File: src/rtl/seq_multiplier_8bit.sv
// -----------------------------------------------------------------------------
// seq_multiplier_8bit
//
// Unsigned shift-add multiplier that sits behind the two 8-bit operand
// registers. A Start pulse (accepted in IDLE or DONE) captures inA/inB.
// WIDTH add/shift iterations then follow, and the full 2*WIDTH-bit product
// is registered on the last one. Done pulses for one cycle while the new
// product is presented, so it can drive the Load of the result register pair.
//
// Ports
//   Clock      in   1        rising-edge clock
//   Clear      in   1        synchronous active-high reset, overrides all inputs
//   Start      in   1        multiply request, sampled only in IDLE or DONE
//   inA        in   WIDTH    multiplicand, captured on the accepting edge
//   inB        in   WIDTH    multiplier, captured on the accepting edge
//   outProduct out  2*WIDTH  registered product, held between completions
//   Busy       out  1        high while iterating (CALC)
//   Done       out  1        one-cycle pulse when outProduct has just updated
// -----------------------------------------------------------------------------
module seq_multiplier_8bit #(
    parameter int WIDTH = 8
) (
    input  logic                 Clock,
    input  logic                 Clear,
    input  logic                 Start,
    input  logic [WIDTH-1:0]     inA,
    input  logic [WIDTH-1:0]     inB,
    output logic [2*WIDTH-1:0]   outProduct,
    output logic                 Busy,
    output logic                 Done
);

    localparam int PW = 2 * WIDTH;
    localparam int CW = (WIDTH > 1) ? $clog2(WIDTH) : 1;
    localparam logic [CW-1:0] LAST_COUNT = CW'(WIDTH - 1);

    typedef enum logic [1:0] {
        IDLE = 2'd0,
        CALC = 2'd1,
        DONE = 2'd2
    } state_t;

    state_t            r_state;
    state_t            w_next_state;

    logic [PW-1:0]     r_mcand;
    logic [WIDTH-1:0]  r_mplier;
    logic [PW-1:0]     r_acc;
    logic [CW-1:0]     r_count;
    logic [PW-1:0]     r_product;
    logic              r_busy;
    logic              r_done;

    logic              w_accept;
    logic              w_last_iter;
    logic [PW-1:0]     w_acc_sum;
    logic              w_busy_nxt;
    logic              w_done_nxt;

    // Start is only honoured outside CALC; an illegal state encoding is
    // treated as not accepting, and the next-state logic recovers it to IDLE.
    assign w_accept    = ((r_state == IDLE) || (r_state == DONE)) && Start;
    assign w_last_iter = (r_state == CALC) && (r_count == LAST_COUNT);

    // Accumulator value after this iteration's conditional add. Truncation
    // to PW bits is safe because the product of two WIDTH-bit values fits.
    assign w_acc_sum = r_mplier[0] ? (r_acc + r_mcand) : r_acc;

    // State register
    always_ff @(posedge Clock) begin
        if (Clear) begin
            r_state <= IDLE;
        end else begin
            r_state <= w_next_state;
        end
    end

    // Next-state logic
    always_comb begin
        w_next_state = IDLE;
        case (r_state)
            IDLE: w_next_state = Start ? CALC : IDLE;
            CALC: w_next_state = (r_count == LAST_COUNT) ? DONE : CALC;
            DONE: w_next_state = Start ? CALC : IDLE;
            default: w_next_state = IDLE;
        endcase
    end

    // Output decode: Busy/Done are registered from the state being entered,
    // so they line up with the state and carry no input-to-output path.
    always_comb begin
        w_busy_nxt = (w_next_state == CALC);
        w_done_nxt = (w_next_state == DONE);
    end

    always_ff @(posedge Clock) begin
        if (Clear) begin
            r_busy <= 1'b0;
            r_done <= 1'b0;
        end else begin
            r_busy <= w_busy_nxt;
            r_done <= w_done_nxt;
        end
    end

    // Shift-add datapath. Operands are captured only on the accepting edge,
    // so later changes on inA/inB cannot disturb an operation in flight.
    always_ff @(posedge Clock) begin
        if (Clear) begin
            r_mcand  <= '0;
            r_mplier <= '0;
            r_acc    <= '0;
            r_count  <= '0;
        end else if (w_accept) begin
            r_mcand  <= {{WIDTH{1'b0}}, inA};
            r_mplier <= inB;
            r_acc    <= '0;
            r_count  <= '0;
        end else if (r_state == CALC) begin
            r_acc    <= w_acc_sum;
            r_mcand  <= r_mcand << 1;
            r_mplier <= r_mplier >> 1;
            r_count  <= r_count + 1'b1;
        end
    end

    // Result register: changes only on Clear or on the completing edge,
    // and takes the accumulator including the final iteration's add.
    always_ff @(posedge Clock) begin
        if (Clear) begin
            r_product <= '0;
        end else if (w_last_iter) begin
            r_product <= w_acc_sum;
        end
    end

    assign outProduct = r_product;
    assign Busy       = r_busy;
    assign Done       = r_done;

endmodule

File: config.mk
export PLATFORM = sky130hd
export DESIGN_NAME = seq_multiplier_8bit
export DESIGN_NICKNAME = d
export VERILOG_FILES = /design/src/rtl/seq_multiplier_8bit.sv
export SDC_FILE = /design/constraint.sdc
export NUM_CORES = 1
export LEC_CHECK = 0
export CELL_PAD_IN_SITES_DETAIL_PLACEMENT = 0
export CELL_PAD_IN_SITES_GLOBAL_PLACEMENT = 1
export CORE_UTILIZATION = 46
export DETAILED_ROUTE_END_ITERATION = 7
export PLACE_DENSITY = 0.95
export SYNTH_ARGS = -nofsm -noshare
export SYNTH_HDL_FRONTEND = slang
export SYNTH_SLANG_ARGS = --single-unit
export TNS_END_PERCENT = 5
File: constraint.sdc
create_clock -name Clock -period 3.95 [get_ports Clock]
set_input_delay 0.5925 -clock Clock [delete_from_list [all_inputs] [get_ports Clock]]
set_output_delay 0.5925 -clock Clock [all_outputs]
set_load 0.005 [all_outputs]
* After elaboration in Yosys (flattened, before gate mapping)
Index checks and enable logic that the tools add are counted.
Widths: inputs -> output; s select.
** Storage, ports and cells
- Register bits after elaboration :: 63
- Word-level logic and storage cells :: 31
- Output and inout port bits :: 18
** Operators by class
- Eq/ne operators :: 5
- Add/subtract/negate cells :: 2
- Multiplexer cells :: 8
- Reductions and logical operators :: 7
** Operators with widths (number)
- $mux 8 :: 4
- $add 16x16->16 :: 1
- $mux 16 :: 1
- $eq 2x1->1 const B :: 2
- $eq 2x2->1 const B :: 2
- $pmux 2 s2 :: 1
- $reduce_or 2->1 :: 2
- $add 3x1->3 const B :: 1
- $eq 3x3->1 const B :: 1
- $logic_and 1x1->1 :: 2
- $logic_not 2->1 :: 1
- $mux 2 :: 1
- $reduce_bool 2->1 :: 1
- $logic_or 1x1->1 :: 1
- $mux 1 :: 1

* Longest topological paths before layout
Gate-level depths: netlist of the first run.
- Depth after elaboration :: 4
- Gate-level depth with buffers :: 9

* Worst setup path after synthesis of the first run
OpenSTA, ideal clock, no wires.
- Kind :: reg-to-reg
- Start point :: reg r_mcand[0]
- End point :: reg r_product[12], in the netlist outProduct[12]
- Setup slack :: 1.692 ns
- Period minus slack after synthesis :: 2.258 ns
- Buffers on the path :: 0
- Arrival :: 2.126 ns
- Library setup time :: 0.132 ns
- Stages on the path, launching flop included :: 10
- Required time :: 3.818 ns
- Cells stage by stage :: dfxtp_1 ha_1 fa_1 a21oi_1 o21ai_1 a21oi_2 o21ai_0 or2_2 a311oi_1 nor3_1
** Between the ends
- Longest elaborated chain between the ends :: 2
** Ends and longest elaborated chain
- from (decl) :: line 46 : logic [PW-1:0] r_mcand;
- from (signal assigned) :: line 115 : r_mcand <= {{WIDTH{1'b0}}, inA};
- from (signal assigned) :: line 121 : r_mcand <= r_mcand << 1;
- $add 16x16->16 :: line 67 : assign w_acc_sum = r_mplier[0] ? (r_acc + r_mcand) : r_acc;
- $mux 16 :: line 67
- to (signal assigned) :: line 133 : r_product <= w_acc_sum;
- to (decl) :: line 50 : logic [PW-1:0] r_product;
No other way between the ends.
A chain may end at the register's enable or synchronous reset.

* Final worst setup path of the first run
Ends and elaborated chain as after synthesis.

==> impl_results.md, run 1 <==
* Main synth FF type: dfxtp_1
* Synth async-reset ratio at 0
* Final wirelength at between 7000 and 8000 um
* Total negative slack at 0 ns
* Synth unique cells at about 60
* Netlist Area Pre-Place at 0.00334 mm^2
* Starting Density at 0.484
* Post-Place Cell Area at between 0.003 and 0.004 mm^2
* Slew headroom at 0.396
* Post-CTS setup buffer count at 0
* Worst min path class: reg2reg
* DR pass1 iterations at 5
* First-pass GRT wire length at 12700 um
* Post-Syn Area per Cell at roughly 8.5 um^2
* Layout area overhead at 17.9%
* WL/cell at about 14 um
* Final hold vios at 0
* Critical path class: reg2reg
* Vias in the first global route at about 2700
* Crit path capture type: register
* # nets final at about 460
* Setup violators final at 0
* Starting DRC count in detailed routing at between 150 and 200
* Synth area leaders: dfxtp_1, ha_1, nor2_1
* Chip height at a little under 90 um
* Number of I/O port buffers at 36
* CTS sink cnt at 63
* Commonest non-fill, non-tap cell in the layout: dfxtp_1
* Min Tclk post-route at 2.44 ns
* VDD IR max at about 0.14 mV
* CP required at between 4 and 5 ns
* Initial antenna violation count at 0
* PostCTS Resize Cnt at 0
* Avg Vias per Cell at around 5.6
* CP arrival at around 2.7 ns
* Clock Root Buffer: clkbuf_8
* CTS tree: yes
* Num CTS Buffers at 9
* Final worst path period share at 0.617
* Io pins at 37
* Post-synth top area cell: dfxtp_1
* Leak at around 1.5 nW
* DPL Wire Length at 5310 um
* Seq/Total Area, Yosys at 0.377
* Clock slew at reported path FFs at roughly 0.07 ns
* Synthesized instance count at 395
* Max-cap violation count at 0
* Most frequent cells in the layout: dfxtp_1, nor2_1, nand2_1
* RD Place Congestion at 0.861
* Grt total ovfl at 0
* Ant diodes at 0
* Layout cell share with drive strength beyond 1 at 0.0946
* Global Route Usage Sum at 0.220
* Die area at between 0.007 and 0.008 mm^2
* RSZ-0062 raised after global routing: false
* Vias at about 2900
* Hold_buf cts at 0
* Startpoint types: register
* Cell area after layout at just under 0.004 mm^2
* Post-synth net total at between 400 and 500
* Synth Register Bits at 63
* Ys Warns at 0
* Pin count of the biggest net entering global routing at 39
* Die Span X at just under 90 um
* Max Root-Sink Buffers at 2
* Final ANT Viol Nets at 0
* Core Area at around 0.0069 mm^2
* F_max at 410 MHz
* EDFF count, synth at 0
* Max-slew violations at 0
* Crit-path max FO at 4
* PwrDens at 374 mW/mm^2
* Row count at 30
* Clock Latency Late Sink at 0.35 ns
* Synth top area share at 0.377
* Number of H-tree levels at 3
* Fin Clk Skew at 0.0111 ns
* Worst Tran Pin Value at 0.905 ns
* Drc violations at 0
* Status: finished clean
[final timing paths]
check             cells past startpoint  slack (ns)  startpoint        endpoint
setup / recovery                      9        1.51  r_mcand[0]  outProduct[12]
hold / removal                        2        0.46  r_count[1]      r_count[1]
setup reg to reg                      9        1.51  r_mcand[0]  outProduct[12]
hold reg to reg                       2        0.46  r_count[1]      r_count[1]
[synthesized netlist by cell type (4+ instances only)]
master / instances
a21oi_2: 4
ha_1: 17
clkbuf_1: 20
dfxtp_1: 63
xor2_1: 6
nor2b_1: 4
xnor2_1: 5
or3_1: 6
buf_2: 5
nor3_1: 18
a21oi_1: 25
a211oi_1: 14
nand2b_1: 5
nand4_1: 5
o21ai_0: 7
nand2_1: 46
nand3_1: 4
a31oi_1: 5
mux2i_1: 16
a311oi_1: 5
inv_1: 4
o22ai_1: 13
nor2_1: 49
[flip-flops by register name, summed over array words and instances, names as in the netlist]
| signal | count |
|---|---|
| r_count | 3 |
| r_acc | 16 |
| r_mplier | 8 |
| Busy | 1 |
| r_state | 2 |
| r_mcand | 16 |
| Done | 1 |
| outProduct | 16 |
[area by class of cell]
type	instances	area [um^2]
Sequential cell	63	1260
Clock buffer	10	138
Fill cell	645	2960
Clock inverter	6	83.8
Timing Repair Buffer	43	413
Multi-Input combinational cell	297	1910
Inverter	4	15.0
Tap cell	96	120
[per-layer routing]
metal  routed length, um  vias up  global-route usage
met5                   0        -                   0
met4                 144        0               0.107
met3                 386       10              0.0341
met2                3170       82               0.329
met1                3680     1326               0.308
li1                    -     1463                   -
[logic make-up after synthesis]
logic type,share of synthesized area
buf+inv,0.0509
flops,0.377
xor+xnor,0.0288
compound gates,0.202
fa+ha+maj,0.0696
mux,0.0513
simple gates,0.220
[report_power, final]
| group | switching, mW | leakage, nW | internal [mW] | total [mW] |
|---|---|---|---|---|
| logic | 0.0932 | 0.852 | 0.0716 | 0.165 |
| registers | 0.0229 | 0.512 | 0.656 | 0.679 |
| clock network | 0.262 | 0.116 | 0.370 | 0.632 |
[critical path: stages (launching register included)]
cell and delay, ns:
dfxtp_1 0.33, ha_1 0.23, fa_1 0.41, a21oi_1 0.21, o21ai_1 0.11, a21oi_2 0.26, o21ai_0 0.15, or2_2 0.30
a311oi_1 0.27, nor3_1 0.06
[stage by stage]
step / hold WS (ns) / cells / power (mW) / util / setup WS (ns)
floorplan: 0.440 / 395 / 0.805 / - / 1.69
global placement: 0.447 / 503 / 0.855 / 0.539 / 1.57
detailed placement: 0.458 / 503 / 0.857 / 0.539 / 1.51
CTS: 0.468 / 519 / 1.48 / 0.571 / 1.51
global route: 0.502 / 519 / 1.54 / 0.571 / 1.33
finish: 0.462 / 519 / 1.48 / 0.571 / 1.51
Power figures use the tool's default switching activity.
==> inputs of run 2 (changes only) <==
Settings changed: CORE_UTILIZATION 46 to 38, PLACE_DENSITY 0.95 to 0.85.
Clock period 3.95 ns to 2.1 ns, I/O delays scaled along.
==> run 2 against run 1 <==
The run now ends with negative setup slack left. Setup slack worse by 1.6 ns. Cell count rose by 10%. Critical path depth unchanged. Highest routed layer unchanged.
==> impl_results.md, run 2 (synthesis results as in run 1) <==
* Status: complete, but fails checks
* Failing checks: negative setup slack
* CTS tree: yes
* Setup crit start: r_mcand[0]
* CTS sink cnt at 63
* Fin worst setup slack at -0.0801 ns
* Crit path capture type: register
* Clock Latency Late Sink at between 0.3 and 0.4 ns
* Max-slew violations at 0
* Grt total ovfl at 0
* Clock slew at reported path FFs at about 0.070 ns
* Number of I/O port buffers at 36
* Worst r2r src: r_mcand[0]
* Worst slack at placement at -0.177 ns
* Hold Path Depth at 2
* Io pins at 37
* Pin count of the biggest net entering global routing at 27
* Reg2reg setup slack at -0.08 ns
* Fillcell total at just under 800
* WL/cell at 14.3 um
* Vias at between 3000 and 4000
* Worst stage delay on the critical path at approximately 0.38 ns
* DPL Wire Length at approximately 6000 um
* Core Area at 0.00838 mm^2
* Worst Reg2Reg Path Length in Cells at 9
* Layout area overhead at 33.4%
* Final Util at 0.532
* Layout cell share with drive strength beyond 1 at 0.234
* Max Root-Sink Buffers at 2
* CP endpoint: outProduct[8]
* Min Hold Slack at approximately 0.46 ns
* Reg-to-reg endpoint: outProduct[8]
* RD Place Congestion at about 0.86
* Starting Density at 0.399
* Chip height at around 96 um
* Hold_buf cts at 0
* Min Tclk post-route at between 2 and 2.5 ns
* Leak at 1.68 nW
* Starting DRC count in detailed routing at between 80 and 90
* Setup violators final at 5
* PwrDens at about 590 mW/mm^2
* Most frequent cells in the layout: dfxtp_1, nor2_1, buf_4
* Vias in the first global route at 2792
* CP required at between 2 and 2.5 ns
* RSZ-0062 raised after global routing: true
* Worst Tran Pin Value at between 0.4 and 0.5 ns
* Clock Root Buffer: clkbuf_8
* Max-cap violation count at 0
* Commonest non-fill, non-tap cell in the layout: dfxtp_1
* Final wirelength at 8180 um
* Final ANT Viol Nets at 0
* Final hold vios at 0
* Number of H-tree levels at 3
* First-pass GRT wire length at 13200 um
* Startpoint types: register
* Final worst path period share at 1.04
* Total negative slack at -0.189 ns
* Num CTS Buffers at 9
* Die area at 0.00918 mm^2
* Slowest cell on crit path: fa_2
* Fin Clk Skew at around 0.011 ns
* Avg Vias per Cell at 5.32
* Global Route Usage Sum at 0.189
* CP Cell Sequence: ha_4 > fa_2 > a21oi_4 > o21ai_4 > a2111oi_4 > nor2_1 > xor2_1 > mux2i_1 > a211oi_1
* Crit-path max FO at 2
* F_max at roughly 460 MHz
* # nets final at roughly 500
* CP arrival at roughly 2.5 ns
* Ant diodes at 0
* VDD IR max at between 0.2 and 0.3 mV
* Slew headroom at 0.723
* Drc violations at 0
* Row count at 33
* Die Span X at 95.8 um
* Initial antenna violation count at 0
* DR pass1 iterations at 4
* Critical path class: reg2reg
* Worst min path class: reg2reg
## run 2: critical path, delay by kind of cell, from the launching register on
family	cells	cell delay, ns
adder cells (fa/ha/maj)	2	0.54
flip-flops	1	0.34
AO/OA/AOI/OAI	4	0.75
AND/OR/NAND/NOR	1	0.09
XOR/XNOR	1	0.23
multiplexers	1	0.12
## run 2: what timing repair did
action / in CTS / in global routing
pin swaps: 15 / 13
setup endpoints to repair: 11 / 17
setup buffers: 3 / 2
gates resized for setup: 9 / 30
## run 2: area by class of cell
class | count | area, um^2 | share of cell area
Multi-Input combinational cell | 297 | 2130 | 0.477
Sequential cell | 63 | 1270 | 0.285
Timing Repair Buffer | 86 | 739 | 0.166
Clock buffer | 13 | 159 | 0.0356
Tap cell | 105 | 131 | 0.0295
Clock inverter | 3 | 17.5 | 0.00393
Inverter | 4 | 15.0 | 0.00337
## run 2: worst min path at each step
stage / start / endpoint
2_1_floorplan: r_count[1] / r_count[1]
3_3_place_gp: r_count[1] / r_count[1]
3_5_place_dp: r_count[1] / r_count[1]
4_1_cts: r_count[1] / r_count[1]
5_1_grt: r_count[1] / r_count[1]
6_report: r_count[2] / r_count[2]
## run 2: routing by layer
metal / track usage / vias to the layer above / share of wire
met3: 0.0434 / 15 / 0.035
met5: 0 / - / 0
li1: - / 1552 / -
met2: 0.299 / 46 / 0.45
met1: 0.250 / 1423 / 0.50
met4: 0.0734 / 0 / 0.023
## run 2: where the power goes
part	switching (mW)	internal, mW
sequential	0.0364	1.24
clock	0.479	0.489
combinational	0.214	0.192
total	0.729	1.92
## run 2: stage by stage
step / cells / power [mW] / cell area, um^2
finish: 571 / 2.65 / 4460
CTS: 569 / 2.63 / 4280
floorplan: 395 / 1.52 / 3360
global route: 571 / 2.75 / 4460
detailed placement: 550 / 1.66 / 4030
global placement: 550 / 1.65 / 4030
==> inputs of run 3 (changes only) <==
Settings changed: CELL_PAD_IN_SITES_DETAIL_PLACEMENT 0 to not set, CELL_PAD_IN_SITES_GLOBAL_PLACEMENT 1 to not set, CORE_UTILIZATION 38 to 51, PLACE_DENSITY 0.85 to 0.86.
==> run 3 against run 2 <==
The flow still finishes with violations (negative setup slack). Count of clock-buffer cells in the layout shrank 2. Sequential share of layout area rose by 1.3 points. Critical path depth did not move. Cell area is 4.7% lower. Utilization is 14 points higher. Die area down 25%. Total power increased by 1.0%. Sequential cell count did not move. Non-clock buffer count shrank 10. Largest cell class unchanged. Largest power group unchanged.
==> impl_results.md, run 3 (synthesis results as in run 1) <==
* Status: complete, but fails checks
* Failing checks: negative setup slack
* Row count at 29
* Commonest non-fill, non-tap cell in the layout: dfxtp_1
* Most frequent cells in the layout: dfxtp_1, nor2_1, nand2_1
* VDD IR max at around 0.48 mV
* Setup violators final at 12
* Final hold vios at 0
* Cell area after layout at around 0.0043 mm^2
* Setup crit start: r_mcand[0]
* Final ANT Viol Nets at 0
* DPL Wire Length at roughly 6000 um
* Grt total ovfl at 0
* Critical path class: reg2reg
* Reg2reg setup slack at -0.15 ns
* DR pass1 iterations at 6
* Clock slew at reported path FFs at 0.07 ns
* Layout area overhead at 27.1%
* Pin count of the biggest net entering global routing at 26
* Crit path capture type: register
* CTS sink cnt at 63
* WL/cell at between 15 and 20 um
* Reg-to-reg endpoint: outProduct[12]
* Vias in the first global route at approximately 3100
* Fin Clk Skew at between 0.005 and 0.006 ns
* Die area at slightly below 0.007 mm^2
* PwrDens at approximately 630 mW/mm^2
* Sequential fraction of design power at 0.477
* Final wirelength at roughly 9200 um
* Io pins at 37
* Worst Reg2Reg Path Length in Cells at 9
* RSZ-0062 raised after global routing: true
* Hold_buf cts at 0
* Crit-path max FO at 3
* Chip height at ~83 um
* Core Area at roughly 0.0063 mm^2
* RD Place Congestion at around 0.95
* Starting DRC count in detailed routing at about 300
* Max-slew violations at 0
* CP required at roughly 2.3 ns
* Global Route Usage Sum at 0.260
* Max Root-Sink Buffers at 2
* Starting Density at 0.527
* Num CTS Buffers at 9
* CP endpoint: outProduct[12]
* Combinational power share at 0.145
* Number of I/O port buffers at 36
* First-pass GRT wire length at ~15000 um
* Layout cell share with drive strength beyond 1 at 0.189
* Max-cap violation count at 0
* Final worst path period share at 1.07
* Power Total at 2.67 mW
* CTS tree: yes
* Worst min path class: reg2reg
* Ant diodes at 0
* Leak at roughly 1.6 nW
* Clk pwr share at 0.378
* Number of H-tree levels at 3
* Die Span X at roughly 83 um
* Drc violations at 0
* Worst r2r src: r_mcand[0]
* # nets final at 488
* F_max at between 400 and 500 MHz
* Sw power at 0.725 mW
* Vias at 3296
* Internal at around 1.9 mW
* Sw Share at 0.271
* Avg Vias per Cell at between 6 and 7
* Startpoint types: register
* Clock Root Buffer: clkbuf_8
* CP arrival at between 2 and 2.5 ns
* Min Tclk post-route at roughly 2.3 ns
* Slew headroom at 0.677
* Initial antenna violation count at 0
* Worst Tran Pin Value at about 0.48 ns
* Clock Latency Late Sink at 0.35 ns
* Post-Place Cell Area at 0.00394 mm^2
* Fin worst setup slack at -0.154 ns
## run 3: changes by cell type in the layout (fill, tap and decap cells not counted), sizes merged
cell / previous run / this run
buf: 50 / 40
clkbuf: 13 / 11
bufinv: 0 / 1
## run 3: area by class of cell
type / count / area (um^2)
Clock buffer: 11 / 131
Clock inverter: 4 / 47.5
Fill cell: 461 / 2100
Inverter: 4 / 15.0
Multi-Input combinational cell: 297 / 2030
Sequential cell: 63 / 1270
Tap cell: 77 / 96.3
Timing Repair Buffer: 76 / 661
## run 3: critical path, stage by stage, from the launching register on
cell      delay, ns
dfxtp_2        0.34
ha_4           0.16
fa_2           0.38
a21oi_4        0.19
o21ai_2        0.10
a21oi_2        0.20
o21ai_1        0.13
or2_4          0.25
a311oi_2       0.29
nor3_1         0.08
## run 3: repair_timing
item / 4_1_cts / 5_1_grt
endpoints found under the hold margin: 0 / 0
resized for setup: 16 / 5
buffers inserted: 2 / 1
pin swaps: 17 / 6
setup endpoints to repair: 11 / 17
## run 3: layer usage
| layer | share of wire | routed length (um) | global-route usage |
|---|---|---|---|
| met2 | 0.49 | 4510 | 0.443 |
| met4 | 0.037 | 338 | 0.116 |
| met3 | 0.056 | 519 | 0.0477 |
| met1 | 0.42 | 3820 | 0.318 |
| met5 | 0 | 0 | 0 |
## run 3: per-stage QoR
step                       util  setup WS (ns)  std cells  TNS, ns  hold slack [ns]
final                     0.669         -0.154        532   -0.871            0.481
after global routing      0.669         -0.260        532    -1.97            0.497
after CTS                 0.665        -0.0669        531   -0.216            0.486
after detailed placement  0.620         -0.237        514   -0.815            0.469
after global placement    0.620         -0.107        514   -0.211            0.446
after floorplan               -        0.00376        395        0            0.440
## run 3: power groups by stage
stage          clock network, mW  registers (mW)  logic, mW
5_1_grt                     1.07            1.28      0.420
6_report                    1.01            1.27      0.388
3_3_place_gp                   0            1.29      0.348
3_5_place_dp                   0            1.29      0.360
4_1_cts                     1.01            1.27      0.371
2_1_floorplan                  0            1.28      0.234
## run 3: worst min-delay path by stage
| stage | startpoint | to | slack [ns] | depth (start not counted) |
|---|---|---|---|---|
| after floorplan | r_count[1] | r_count[1] | 0.44 | 2 |
| after global placement | r_count[1] | r_count[1] | 0.45 | 2 |
| after detailed placement | r_mcand[8] | r_mcand[9] | 0.47 | 2 |
| after CTS | r_count[1] | r_count[1] | 0.49 | 2 |
| after global routing | r_count[1] | r_count[1] | 0.50 | 2 |
| final | r_count[1] | r_count[1] | 0.48 | 2 |
